[config.mk]
export PLATFORM = sky130hd
export DESIGN_NAME = pdm_decimator
export DESIGN_NICKNAME = d
export VERILOG_FILES = /design/src/rtl/pdm_pkg.sv /design/src/rtl/pdm_clock_gen.sv /design/src/rtl/pdm_decimator.sv
export SDC_FILE = /design/constraint.sdc
export NUM_CORES = 1
export LEC_CHECK = 0
export BUFFER_PORTS_ARGS = -buffer_cell sky130_fd_sc_hd__buf_2
export CELL_PAD_IN_SITES_DETAIL_PLACEMENT = 2
export CELL_PAD_IN_SITES_GLOBAL_PLACEMENT = 2
export CORE_MARGIN = 2
export CORE_UTILIZATION = 43
export DETAILED_ROUTE_END_ITERATION = 6
export PLACE_DENSITY_LB_ADDON = 0.1
export SLEW_MARGIN = 20
export SYNTH_ARGS = -nofsm -noshare
export SYNTH_HDL_FRONTEND = slang
export SYNTH_SLANG_ARGS = --single-unit
[constraint.sdc]
create_clock -name clock_i -period 15.2 [get_ports clock_i]
set_clock_uncertainty 0.05 [all_clocks]
set_input_delay 2.28 -clock clock_i [delete_from_list [all_inputs] [get_ports clock_i]]
set_output_delay 2.28 -clock clock_i [all_outputs]
set_load 0.02 [all_outputs]
[src/rtl/pdm_pkg.sv]
// -----------------------------------------------------------------------------
// pdm_pkg
// Shared definitions for the PDM microphone decimator:
//   - CIC filter order and the number of filter outputs discarded at start-up
//   - capture state enumeration
//   - helpers deriving the CIC accumulator width and the output scaling shift
// -----------------------------------------------------------------------------
package pdm_pkg;

  localparam int CIC_ORDER      = 3;
  localparam int WARMUP_SAMPLES = 3;

  typedef enum logic [1:0] {
    IDLE   = 2'd0,
    WARMUP = 2'd1,
    RUN    = 2'd2
  } state_t;

  // Register growth of an order-N CIC is N*log2(R); two extra bits keep the
  // full-scale result +2^(N*log2 R) representable as a positive number.
  function automatic int cic_acc_width(input int decimation);
    return CIC_ORDER * $clog2(decimation) + 2;
  endfunction

  // Right shift that maps the CIC gain onto a WORD_LENGTH-bit signed word.
  function automatic int cic_scale_shift(input int decimation, input int word_length);
    return CIC_ORDER * $clog2(decimation) - (word_length - 1);
  endfunction

endpackage

[src/rtl/pdm_clock_gen.sv]
// -----------------------------------------------------------------------------
// pdm_clock_gen
// Divides the system clock down to the PDM microphone clock and flags the
// cycle in which that clock rises (the point where a new PDM bit is taken).
//
// Parameters:
//   PDM_DIVIDE  system clocks per pdm_clk_o period (even, >= 4)
// Ports:
//   clock_i    in   system clock, rising edge
//   reset_i    in   asynchronous active-low reset
//   enable_i   in   divider runs while high; cleared to count 0 while low
//   pdm_clk_o  out  registered PDM clock, high for count >= PDM_DIVIDE/2
//   rise_o     out  registered strobe, high in the cycle count becomes PDM_DIVIDE/2
// -----------------------------------------------------------------------------
module pdm_clock_gen #(
  parameter int PDM_DIVIDE = 50
) (
  input  logic clock_i,
  input  logic reset_i,
  input  logic enable_i,
  output logic pdm_clk_o,
  output logic rise_o
);

  localparam int CW = $clog2(PDM_DIVIDE);
  localparam logic [CW-1:0] LAST = CW'(PDM_DIVIDE - 1);
  localparam logic [CW-1:0] HALF = CW'(PDM_DIVIDE / 2);

  logic [CW-1:0] count_r;
  logic [CW-1:0] count_next_s;

  // Next divider count, wrapping after PDM_DIVIDE-1.
  always_comb begin
    count_next_s = count_r;
    if (count_r == LAST) begin
      count_next_s = '0;
    end else begin
      count_next_s = count_r + CW'(1);
    end
  end

  // Divider register; the clock and strobe are derived from the next count so
  // they change in the same cycle as the count they describe.
  always_ff @(posedge clock_i or negedge reset_i) begin
    if (!reset_i) begin
      count_r   <= '0;
      pdm_clk_o <= 1'b0;
      rise_o    <= 1'b0;
    end else if (!enable_i) begin
      count_r   <= '0;
      pdm_clk_o <= 1'b0;
      rise_o    <= 1'b0;
    end else begin
      count_r   <= count_next_s;
      pdm_clk_o <= (count_next_s >= HALF);
      rise_o    <= (count_next_s == HALF);
    end
  end

endmodule

[src/rtl/pdm_decimator.sv]
// -----------------------------------------------------------------------------
// pdm_decimator
// PDM microphone front end: generates the microphone clock, synchronizes the
// 1-bit PDM stream and decimates it with a 3rd-order CIC filter into signed
// WORD_LENGTH-bit PCM samples, each announced by a one-cycle done_o strobe.
//
// Build option: define PDM_DC_BLOCK_EN to insert a first-order DC blocker
// between scaling and saturation (one extra clock of latency).
//
// Parameters:
//   WORD_LENGTH  PCM output width (signed)
//   PDM_DIVIDE   system clocks per pdm_clk_o period
//   DECIMATION   PDM bits per PCM sample (power of two)
//   DC_SHIFT     DC-blocker pole shift (PDM_DC_BLOCK_EN builds only)
// Ports:
//   clock_i     in   system clock
//   reset_i     in   asynchronous active-low reset
//   enable_i    in   capture enable (level)
//   pdm_data_i  in   raw PDM data, asynchronous to clock_i
//   pdm_clk_o   out  PDM microphone clock
//   data_o      out  latest PCM sample, held between strobes
//   done_o      out  one-cycle pulse when data_o updates
// -----------------------------------------------------------------------------
module pdm_decimator
  import pdm_pkg::*;
#(
  parameter int WORD_LENGTH = 16,
  parameter int PDM_DIVIDE  = 50,
  parameter int DECIMATION  = 64,
  parameter int DC_SHIFT    = 8
) (
  input  logic                   clock_i,
  input  logic                   reset_i,
  input  logic                   enable_i,
  input  logic                   pdm_data_i,
  output logic                   pdm_clk_o,
  output logic [WORD_LENGTH-1:0] data_o,
  output logic                   done_o
);

  localparam int ACC_W  = cic_acc_width(DECIMATION);
  localparam int SHIFT  = cic_scale_shift(DECIMATION, WORD_LENGTH);
  localparam int DCNT_W = $clog2(DECIMATION);
  localparam logic signed [63:0] SAT_MAX = (64'sd1 <<< (WORD_LENGTH - 1)) - 64'sd1;
  localparam logic signed [63:0] SAT_MIN = -(64'sd1 <<< (WORD_LENGTH - 1));
  localparam logic [1:0] WARM_LAST = 2'(WARMUP_SAMPLES - 1);

  if (PDM_DIVIDE < 4 || (PDM_DIVIDE % 2) != 0 || DECIMATION < 2 || DC_SHIFT < 1) begin : g_bad_params
    $error("pdm_decimator: illegal parameter combination");
  end

  // Clamp a wide signed value to the WORD_LENGTH-bit two's-complement range.
  function automatic logic [WORD_LENGTH-1:0] sat_word(input logic signed [63:0] v);
    logic [WORD_LENGTH-1:0] r;
    if (v > SAT_MAX) begin
      r = SAT_MAX[WORD_LENGTH-1:0];
    end else if (v < SAT_MIN) begin
      r = SAT_MIN[WORD_LENGTH-1:0];
    end else begin
      r = v[WORD_LENGTH-1:0];
    end
    return r;
  endfunction

  logic              rise_s;
  logic [1:0]        sync_r;
  logic [DCNT_W-1:0] sample_cnt_r;
  logic              window_end_s;

  logic signed [ACC_W-1:0] x_s;
  logic signed [ACC_W-1:0] int1_r, int2_r, int3_r;
  logic signed [ACC_W-1:0] int1_next_s, int2_next_s, int3_next_s;
  logic signed [ACC_W-1:0] dly1_r, dly2_r, dly3_r;
  logic signed [ACC_W-1:0] c1_s, c2_s, c3_s;
  logic signed [ACC_W-1:0] comb_r;
  logic                    comb_valid_r;
  logic signed [ACC_W-1:0] scaled_s;

  logic [WORD_LENGTH-1:0] out_value_s;
  logic                   out_valid_s;
  logic                   emit_s;

  state_t     state_r, state_next_s;
  logic [1:0] warm_cnt_r, warm_cnt_next_s;

  pdm_clock_gen #(
    .PDM_DIVIDE (PDM_DIVIDE)
  ) u_clock_gen (
    .clock_i   (clock_i),
    .reset_i   (reset_i),
    .enable_i  (enable_i),
    .pdm_clk_o (pdm_clk_o),
    .rise_o    (rise_s)
  );

  // Two-flop synchronizer for the asynchronous PDM data.
  always_ff @(posedge clock_i or negedge reset_i) begin
    if (!reset_i) begin
      sync_r <= 2'b00;
    end else begin
      sync_r <= {sync_r[0], pdm_data_i};
    end
  end

  // Integrator cascade uses each stage's updated value so the whole filter has
  // no extra delay; the comb differences are taken on the decimated stream.
  always_comb begin
    x_s          = sync_r[1] ? ACC_W'(1) : {ACC_W{1'b1}};
    int1_next_s  = int1_r + x_s;
    int2_next_s  = int2_r + int1_next_s;
    int3_next_s  = int3_r + int2_next_s;
    c1_s         = int3_next_s - dly1_r;
    c2_s         = c1_s - dly2_r;
    c3_s         = c2_s - dly3_r;
    window_end_s = rise_s && (sample_cnt_r == {DCNT_W{1'b1}});
    scaled_s     = comb_r >>> SHIFT;
  end

  // CIC state: integrators per PDM bit, comb stage once per window; all of it
  // is discarded whenever capture is disabled.
  always_ff @(posedge clock_i or negedge reset_i) begin
    if (!reset_i) begin
      sample_cnt_r <= '0;
      int1_r       <= '0;
      int2_r       <= '0;
      int3_r       <= '0;
      dly1_r       <= '0;
      dly2_r       <= '0;
      dly3_r       <= '0;
      comb_r       <= '0;
      comb_valid_r <= 1'b0;
    end else if (!enable_i) begin
      sample_cnt_r <= '0;
      int1_r       <= '0;
      int2_r       <= '0;
      int3_r       <= '0;
      dly1_r       <= '0;
      dly2_r       <= '0;
      dly3_r       <= '0;
      comb_r       <= '0;
      comb_valid_r <= 1'b0;
    end else begin
      if (rise_s) begin
        sample_cnt_r <= sample_cnt_r + DCNT_W'(1);
        int1_r       <= int1_next_s;
        int2_r       <= int2_next_s;
        int3_r       <= int3_next_s;
      end
      comb_valid_r <= window_end_s;
      if (window_end_s) begin
        dly1_r <= int3_next_s;
        dly2_r <= c1_s;
        dly3_r <= c2_s;
        comb_r <= c3_s;
      end
    end
  end

`ifdef PDM_DC_BLOCK_EN
  // The blocker carries DC_SHIFT fraction bits so its decay continues below
  // one output LSB; three guard bits absorb full-scale steps.
  localparam int DC_W = WORD_LENGTH + DC_SHIFT + 3;

  logic signed [DC_W-1:0] dc_x_s, dc_z_next_s;
  logic signed [DC_W-1:0] dc_xprev_r, dc_z_r;
  logic                   dc_valid_r;

  // DC blocker recurrence and output selection.
  always_comb begin
    dc_x_s      = DC_W'(scaled_s) <<< DC_SHIFT;
    dc_z_next_s = dc_x_s - dc_xprev_r + dc_z_r - (dc_z_r >>> DC_SHIFT);
    out_value_s = sat_word(64'(dc_z_r >>> DC_SHIFT));
    out_valid_s = dc_valid_r;
  end

  // DC blocker state, cleared with the rest of the filter.
  always_ff @(posedge clock_i or negedge reset_i) begin
    if (!reset_i) begin
      dc_xprev_r <= '0;
      dc_z_r     <= '0;
      dc_valid_r <= 1'b0;
    end else if (!enable_i) begin
      dc_xprev_r <= '0;
      dc_z_r     <= '0;
      dc_valid_r <= 1'b0;
    end else begin
      dc_valid_r <= comb_valid_r;
      if (comb_valid_r) begin
        dc_xprev_r <= dc_x_s;
        dc_z_r     <= dc_z_next_s;
      end
    end
  end
`else
  // Scaled comb output goes straight to saturation.
  always_comb begin
    out_value_s = sat_word(64'(scaled_s));
    out_valid_s = comb_valid_r;
  end
`endif

  // Capture state register.
  always_ff @(posedge clock_i or negedge reset_i) begin
    if (!reset_i) begin
      state_r    <= IDLE;
      warm_cnt_r <= 2'd0;
    end else begin
      state_r    <= state_next_s;
      warm_cnt_r <= warm_cnt_next_s;
    end
  end

  // Next-state: warm-up swallows the first filter outputs, which are built
  // from an incomplete filter history.
  always_comb begin
    state_next_s    = state_r;
    warm_cnt_next_s = warm_cnt_r;
    case (state_r)
      IDLE: begin
        warm_cnt_next_s = 2'd0;
        if (enable_i) begin
          state_next_s = WARMUP;
        end else begin
          state_next_s = IDLE;
        end
      end
      WARMUP: begin
        if (!enable_i) begin
          state_next_s    = IDLE;
          warm_cnt_next_s = 2'd0;
        end else if (out_valid_s) begin
          if (warm_cnt_r == WARM_LAST) begin
            state_next_s    = RUN;
            warm_cnt_next_s = 2'd0;
          end else begin
            warm_cnt_next_s = warm_cnt_r + 2'd1;
          end
        end else begin
          state_next_s = WARMUP;
        end
      end
      RUN: begin
        if (!enable_i) begin
          state_next_s = IDLE;
        end else begin
          state_next_s = RUN;
        end
      end
      default: begin
        state_next_s    = IDLE;
        warm_cnt_next_s = 2'd0;
      end
    endcase
    emit_s = enable_i && (state_r == RUN) && out_valid_s;
  end

  // Output register: data_o only moves together with a done_o strobe.
  always_ff @(posedge clock_i or negedge reset_i) begin
    if (!reset_i) begin
      data_o <= '0;
      done_o <= 1'b0;
    end else begin
      done_o <= emit_s;
      if (emit_s) begin
        data_o <= out_value_s;
      end
    end
  end

endmodule
==> flow_summary.ini, run 1 <==
[run_status]
status = finished clean

[synthesis]
yosysWarnings = 0
ys_ff_latch = 175
seq_area_frac_synth_pct = 35.7
synthSimpleGateAreaFrac_pct = 16.5
synth-main-ff-cell = dfrtp_1
synth_top_family_by_area = compound AO/OA/AOI/OAI gates
synthXorXnorAreaFrac_pct = 8.21
synth_cell_types = 68
synth_area_per_cell_um2 = 8.58
synth_adder_area_share_pct = 13.1
synth-async-reset-ratio_pct = 100
synth_compound_area_share_pct = 17.9
synth_nets = 1562
muxShareOfSynthArea_pct = 4.24
synth_enable_flop_cells = 0
synthesis.instances = 1432
synth.cell_area_um2 = 12300

[finish]
fin_cells = 1817
final_common_cell = nand2_1
antenna_cells = 0
fin_nets = 1556
fillerInstances = 3154
layout_common_cells = 209 x nand2_1, 174 x dfrtp_1, 157 x nor2_1, 125 x a21oi_1, 121 x ha_1
multi_input_area_um2 = 7380
drive_gt1_share_pct = 5.42
area_growth_pct = 8.49
regArea_um2 = 4380

[sta]
period_minus_slack_ns = 9.54
setup_viol = 0
worst-slew-pin-transition_ns = 0.994
setup_slack_ns = 5.66
setup-tns-final_ns = 0
fin_crit_sh_pct = 62.7
slew_viol_final = 0
hold_slack_ns = 0.392
slew_headroom_pct = 33.7
rsz0062_at_grt = false
max_freq_ghz = 0.105
finalHoldViolations = 0

[critical_path]
crit_fanout = 18
crit_type = flop to flop
crit_end = comb_r[18]$_DFFE_PN0P_
crit_top_cell = ha_1
critical_path.max_stage_delay_ns = 0.56
r2r-end = comb_r[18]$_DFFE_PN0P_
cp-end-kind = flop
cpMaxStageDelayCell = inv_1
crit_start = sync_r[1]$_DFF_PN0_
cp.required_ns = 15.50
arrival_ns = 9.84
rr_worst_depth = 39
cp-start-kind = flop
r2r_slack_ns = 5.66
r2r_start = sync_r[1]$_DFF_PN0_

[floorplanning]
start_util_pct = 44.0
die_y_um = 173
die_width_um = 173
row_count = 61
core_area_um2 = 27900
die_area_um2 = 29900
io_pins = 22

[pwr]
intPower_w = 0.000799
peakVddDrop_v = 0.0000778
switching_share_pct = 31.6
clockPowerShare_pct = 39.0
power.share.sequential_pct = 40.1
power.switching_w = 0.000369
leakage_nw = 5.84
cellPowerDensity_nw_per_um2 = 87.6
combinationalPowerShare_pct = 20.9

[place]
place_ws_ns = 5.70
io_buffers = 21
hpwl_um = 23700
gp_congestion = 0.761
placed_cells = 1785

[run]
cap_violations = 0

[cts]
cts_resized = 0
hold_buffers = 0
insertion_delay_ns = 0.46
clock_sinks = 175
clockRootBuffer = clkbuf_16
clk_pin_slew_worst_paths_ns = 0.07
cts_tree = built
cts.path.max_buffers = 2
post_cts_buffers = 0
cts.htree.levels = 4
numCtsBuffers = 17

[global_routing]
grt_antenna_before_repair = 0
grt_overflow = 0
grt_pass1_vias = 11518
grt_max_degree = 84
grt_usage_pct = 24.1
grt_first_pass_wirelength_um = 59100

[routing]
via_per_inst = 5.61
drtAntennaViolNets = 0
wl_um = 34500
wire_per_inst_um = 19.0
drt_first_pass_iters = 4
drc = 0
drt_iter0_drc = 366
via_count = 10187

[hold_path]
hold_path.class = flop to flop
## state kept, by name, indices dropped and copies added, names as in the netlist
signal / count
dly1_r: 20
dly2_r: 20
dly3_r: 20
int1_r: 20
int2_r: 20
int3_r: 20
comb_r: 17
data_o: 16
sample_cnt_r: 6
u_clock_gen.count_r: 6
state_r: 2
sync_r: 2
warm_cnt_r: 2
comb_valid_r: 1
done_o: 1
u_clock_gen.pdm_clk_o: 1
u_clock_gen.rise_o: 1
## cell type report
class,instances,share of cell area (%)
clock buffers,18,3.30
repair buffers,27,1.19
inverters,91,2.58
flip-flops and latches,175,32.9
clock inverters,14,1.11
multi-input cells,1114,55.4
well taps,378,3.55
## through the flow
step           total power [W]  util, %  area (um^2)
3_3_place_gp          0.000708     45.6        12700
4_1_cts                0.00119     47.7        13300
3_5_place_dp          0.000720     45.6        12700
2_1_floorplan         0.000654        -        12300
5_1_grt                0.00123     47.7        13300
6_report               0.00117     47.7        13300
## Yosys cell counts, drive strengths merged (15+ instances only)
library cell	instances	area, um^2
a211oi	21	158
a21o	30	225
a21oi	125	626
clkbuf	48	180
dfrtp	175	4380
ha	121	1510
inv	90	338
mux2i	52	521
nand2	209	785
nand2b	15	93.8
nor2	158	593
nor2b	20	125
nor3	16	80.1
o21ai	90	450
xnor2	77	697
xor2	32	288
## worst max-delay path, delay by kind of cell, from the launching register on
family	cells	cell delay [ns]
AND/OR/NAND/NOR	10	1.19
flip-flops	1	0.48
buffers and inverters	2	0.64
AO/OA/AOI/OAI	16	3.95
adder cells (fa/ha/maj)	6	2.08
XOR/XNOR	5	1.01
## power groups by stage
stage	Clock, W	Sequential (W)	Combinational, W
after floorplan	0	0.000477	0.000177
after global placement	0	0.000477	0.000231
after detailed placement	0	0.000477	0.000242
after CTS	0.000470	0.000468	0.000247
after global routing	0.000485	0.000468	0.000273
final	0.000456	0.000468	0.000244
## worst min-delay path by stage
stage	start	end	slack [ns]	cells after the start
3_3_place_gp	state_r[1]$_DFFE_PN0P_	state_r[0]$_DFFE_PN0P_	0.40	1
5_1_grt	sync_r[0]$_DFF_PN0_	sync_r[1]$_DFF_PN0_	0.40	0
2_1_floorplan	sync_r[0]$_DFF_PN0_	sync_r[1]$_DFF_PN0_	0.28	0
6_report	sync_r[0]$_DFF_PN0_	sync_r[1]$_DFF_PN0_	0.39	0
3_5_place_dp	sync_r[0]$_DFF_PN0_	sync_r[1]$_DFF_PN0_	0.40	0
4_1_cts	sync_r[0]$_DFF_PN0_	sync_r[1]$_DFF_PN0_	0.41	0
## cells by family (layout without fill, tap and decap cells)
family / Yosys count / count (layout)
and+or+nand+nor: 472 / 472
AOI/OAI and AO/OA: 354 / 354
DFF: 175 / 175
buffers and inverters: 143 / 150
adders and majority gates: 126 / 126
xor gates and xnor gates: 110 / 110
muxes: 52 / 52
## layer usage
metal | track usage, % | up-vias | share of wire (%)
li1 | - | 4908 | -
met1 | 29.8 | 5184 | 45
met2 | 44.0 | 61 | 52
met3 | 2.84 | 34 | 1.3
met4 | 6.92 | 0 | 1.7
met5 | 0 | - | 0
No activity file was read; power rests on OpenSTA's default activity.
==> run 2: changes to the inputs <==
CORE_UTILIZATION = 40   (was 43)
clock period = 9.9 ns   (was 15.2 ns; I/O delays follow)
==> run 2 against run 1 <==
  * Combinational power rose by 49%
  * Largest cell class unchanged
  * Largest power group unchanged
  * Utilization fell by 4.0 points
  * Count of clock-buffer cells in the layout is 5 higher
  * Sequential share of layout area up 0.096 points
  * Clock power rose by 40%
==> flow_summary.ini, run 2 (synthesized netlist as in run 1, its figures left out) <==
[run_status]
status = finished clean

[hold_path]
hold_path.class = flop to flop
min_path_cells = 0
hold-path-endpoint = sync_r[1]$_DFF_PN0_
worstHoldStart = sync_r[0]$_DFF_PN0_

[pwr]
power.switching_w = 0.000515
cellPowerDensity_nw_per_um2 = 129
leakage_nw = 5.82
peakVddDrop_v = 0.000126
power.share.sequential_pct = 41.8
intPower_w = 0.00121
combinationalPowerShare_pct = 21.2
clockPowerShare_pct = 37.0
switching_share_pct = 29.9

[place]
io_buffers = 21
gp_congestion = 0.744
hpwl_um = 23600
dpl-instance-area_um2 = 12800

[cts]
clockRootBuffer = clkbuf_16
cts.htree.levels = 4
cts.path.max_buffers = 2
hold_buffers = 0
clk_pin_slew_worst_paths_ns = 0.06
numCtsBuffers = 17
insertion_delay_ns = 0.46
post_cts_buffers = 0
clock_sinks = 175
cts_resized = 0
cts_tree = built

[critical_path]
critical_path.max_stage_delay_ns = 0.52
crit_fanout = 8
cpMaxStageDelayCell = a222oi_1
crit_top_cell = ha_1
rr_worst_depth = 39
arrival_ns = 9.38
crit_start = sync_r[1]$_DFF_PN0_
r2r_start = sync_r[1]$_DFF_PN0_
r2r_slack_ns = 0.82
cp.required_ns = 10.20
cp-start-kind = flop
r2r-end = comb_r[18]$_DFFE_PN0P_
cp-end-kind = flop
crit_type = flop to flop

[routing]
drc = 0
drt_first_pass_iters = 4
wire_per_inst_um = 18.1
drt_iter0_drc = 269
via_per_inst = 5.49
via_count = 10077
wl_um = 33300
drtAntennaViolNets = 0

[global_routing]
grt_usage_pct = 21.9
grt_overflow = 0
grt_first_pass_wirelength_um = 56100
grt_pass1_vias = 11128
grt_max_degree = 89
grt_antenna_before_repair = 0

[sta]
max_freq_ghz = 0.110
rsz0062_at_grt = false
setup-tns-final_ns = 0
setup_viol = 0
period_minus_slack_ns = 9.08
slew_viol_final = 0
finalHoldViolations = 0
slew_headroom_pct = 34.7
worst-slew-pin-transition_ns = 0.980
fin_crit_sh_pct = 91.7

[floorplanning]
die_area_um2 = 32100
core_area_um2 = 30400
die_width_um = 179
start_util_pct = 40.4
die_y_um = 179
io_pins = 22
row_count = 64

[finish]
layout_common_cells = 209 x nand2_1, 174 x dfrtp_1, 157 x nor2_1, 125 x a21oi_1, 121 x ha_1
area_growth_pct = 8.17
final_common_cell = nand2_1
final_area_um2 = 13300
fin_nets = 1558
antenna_cells = 0
drive_gt1_share_pct = 5.00

[run]
cap_violations = 0
## run 2: changes by cell type in the layout (fill, tap and decap cells not counted), moves of 2 or more
cell,delta
clkinv_4,-4
clkinv_2,+6
inv_6,-6
inv_8,-2
clkbuf_1,+6
buf_4,+2
## run 2: power by group through the flow
stage	clock, W	combinational (W)	sequential, W
floorplan	0	0.000272	0.000732
global placement	0	0.000354	0.000732
detailed placement	0	0.000368	0.000733
finish	0.000637	0.000364	0.000719
global route	0.000679	0.000413	0.000719
CTS	0.000661	0.000372	0.000719
## run 2: final cells by class
type	instances	area, um^2
Clock buffer	23	448
Clock inverter	8	67.6
Fill cell	3490	17100
Inverter	91	344
Multi-Input combinational cell	1114	7370
Sequential cell	175	4380
Tap cell	396	495
Timing Repair Buffer	29	174
## run 2: worst max-delay path, delay by kind of cell, from the launching register on
family / cells / cell delay [ns]
AOI/OAI and AO/OA: 16 / 3.97
adders and majority gates: 6 / 2.05
and+or+nand+nor: 10 / 1.23
xor gates and xnor gates: 5 / 0.90
DFF: 1 / 0.51
buffers and inverters: 2 / 0.25
## run 2: through the flow
stage | power [W] | instances | hold slack [ns] | setup slack [ns] | utilization, %
after global placement | 0.00109 | 1805 | 0.384 | 0.903 | 42.0
final | 0.00172 | 1836 | 0.377 | 0.819 | 43.7
after detailed placement | 0.00110 | 1805 | 0.379 | 0.773 | 42.0
after global routing | 0.00181 | 1836 | 0.384 | 0.0364 | 43.7
after CTS | 0.00175 | 1836 | 0.393 | 0.659 | 43.7
after floorplan | 0.00100 | 1432 | 0.281 | 2.31 | -
## run 2: worst max path at each step
| stage | to | slack (ns) | depth (start not counted) |
|---|---|---|---|
| after CTS | comb_r[19]$_DFFE_PN0P_ | 0.66 | 39 |
| after global placement | comb_r[19]$_DFFE_PN0P_ | 0.90 | 39 |
| after floorplan | comb_r[19]$_DFFE_PN0P_ | 2.31 | 39 |
| after global routing | comb_r[19]$_DFFE_PN0P_ | 0.04 | 39 |
| final | comb_r[18]$_DFFE_PN0P_ | 0.82 | 39 |
| after detailed placement | comb_r[19]$_DFFE_PN0P_ | 0.77 | 39 |
## run 2: layer usage
metal  part of all wire, %  GRT usage (%)
met5                     0              0
met4                   1.0           4.94
met3                   1.4           3.37
met2                    52           40.6
met1                    46           26.5
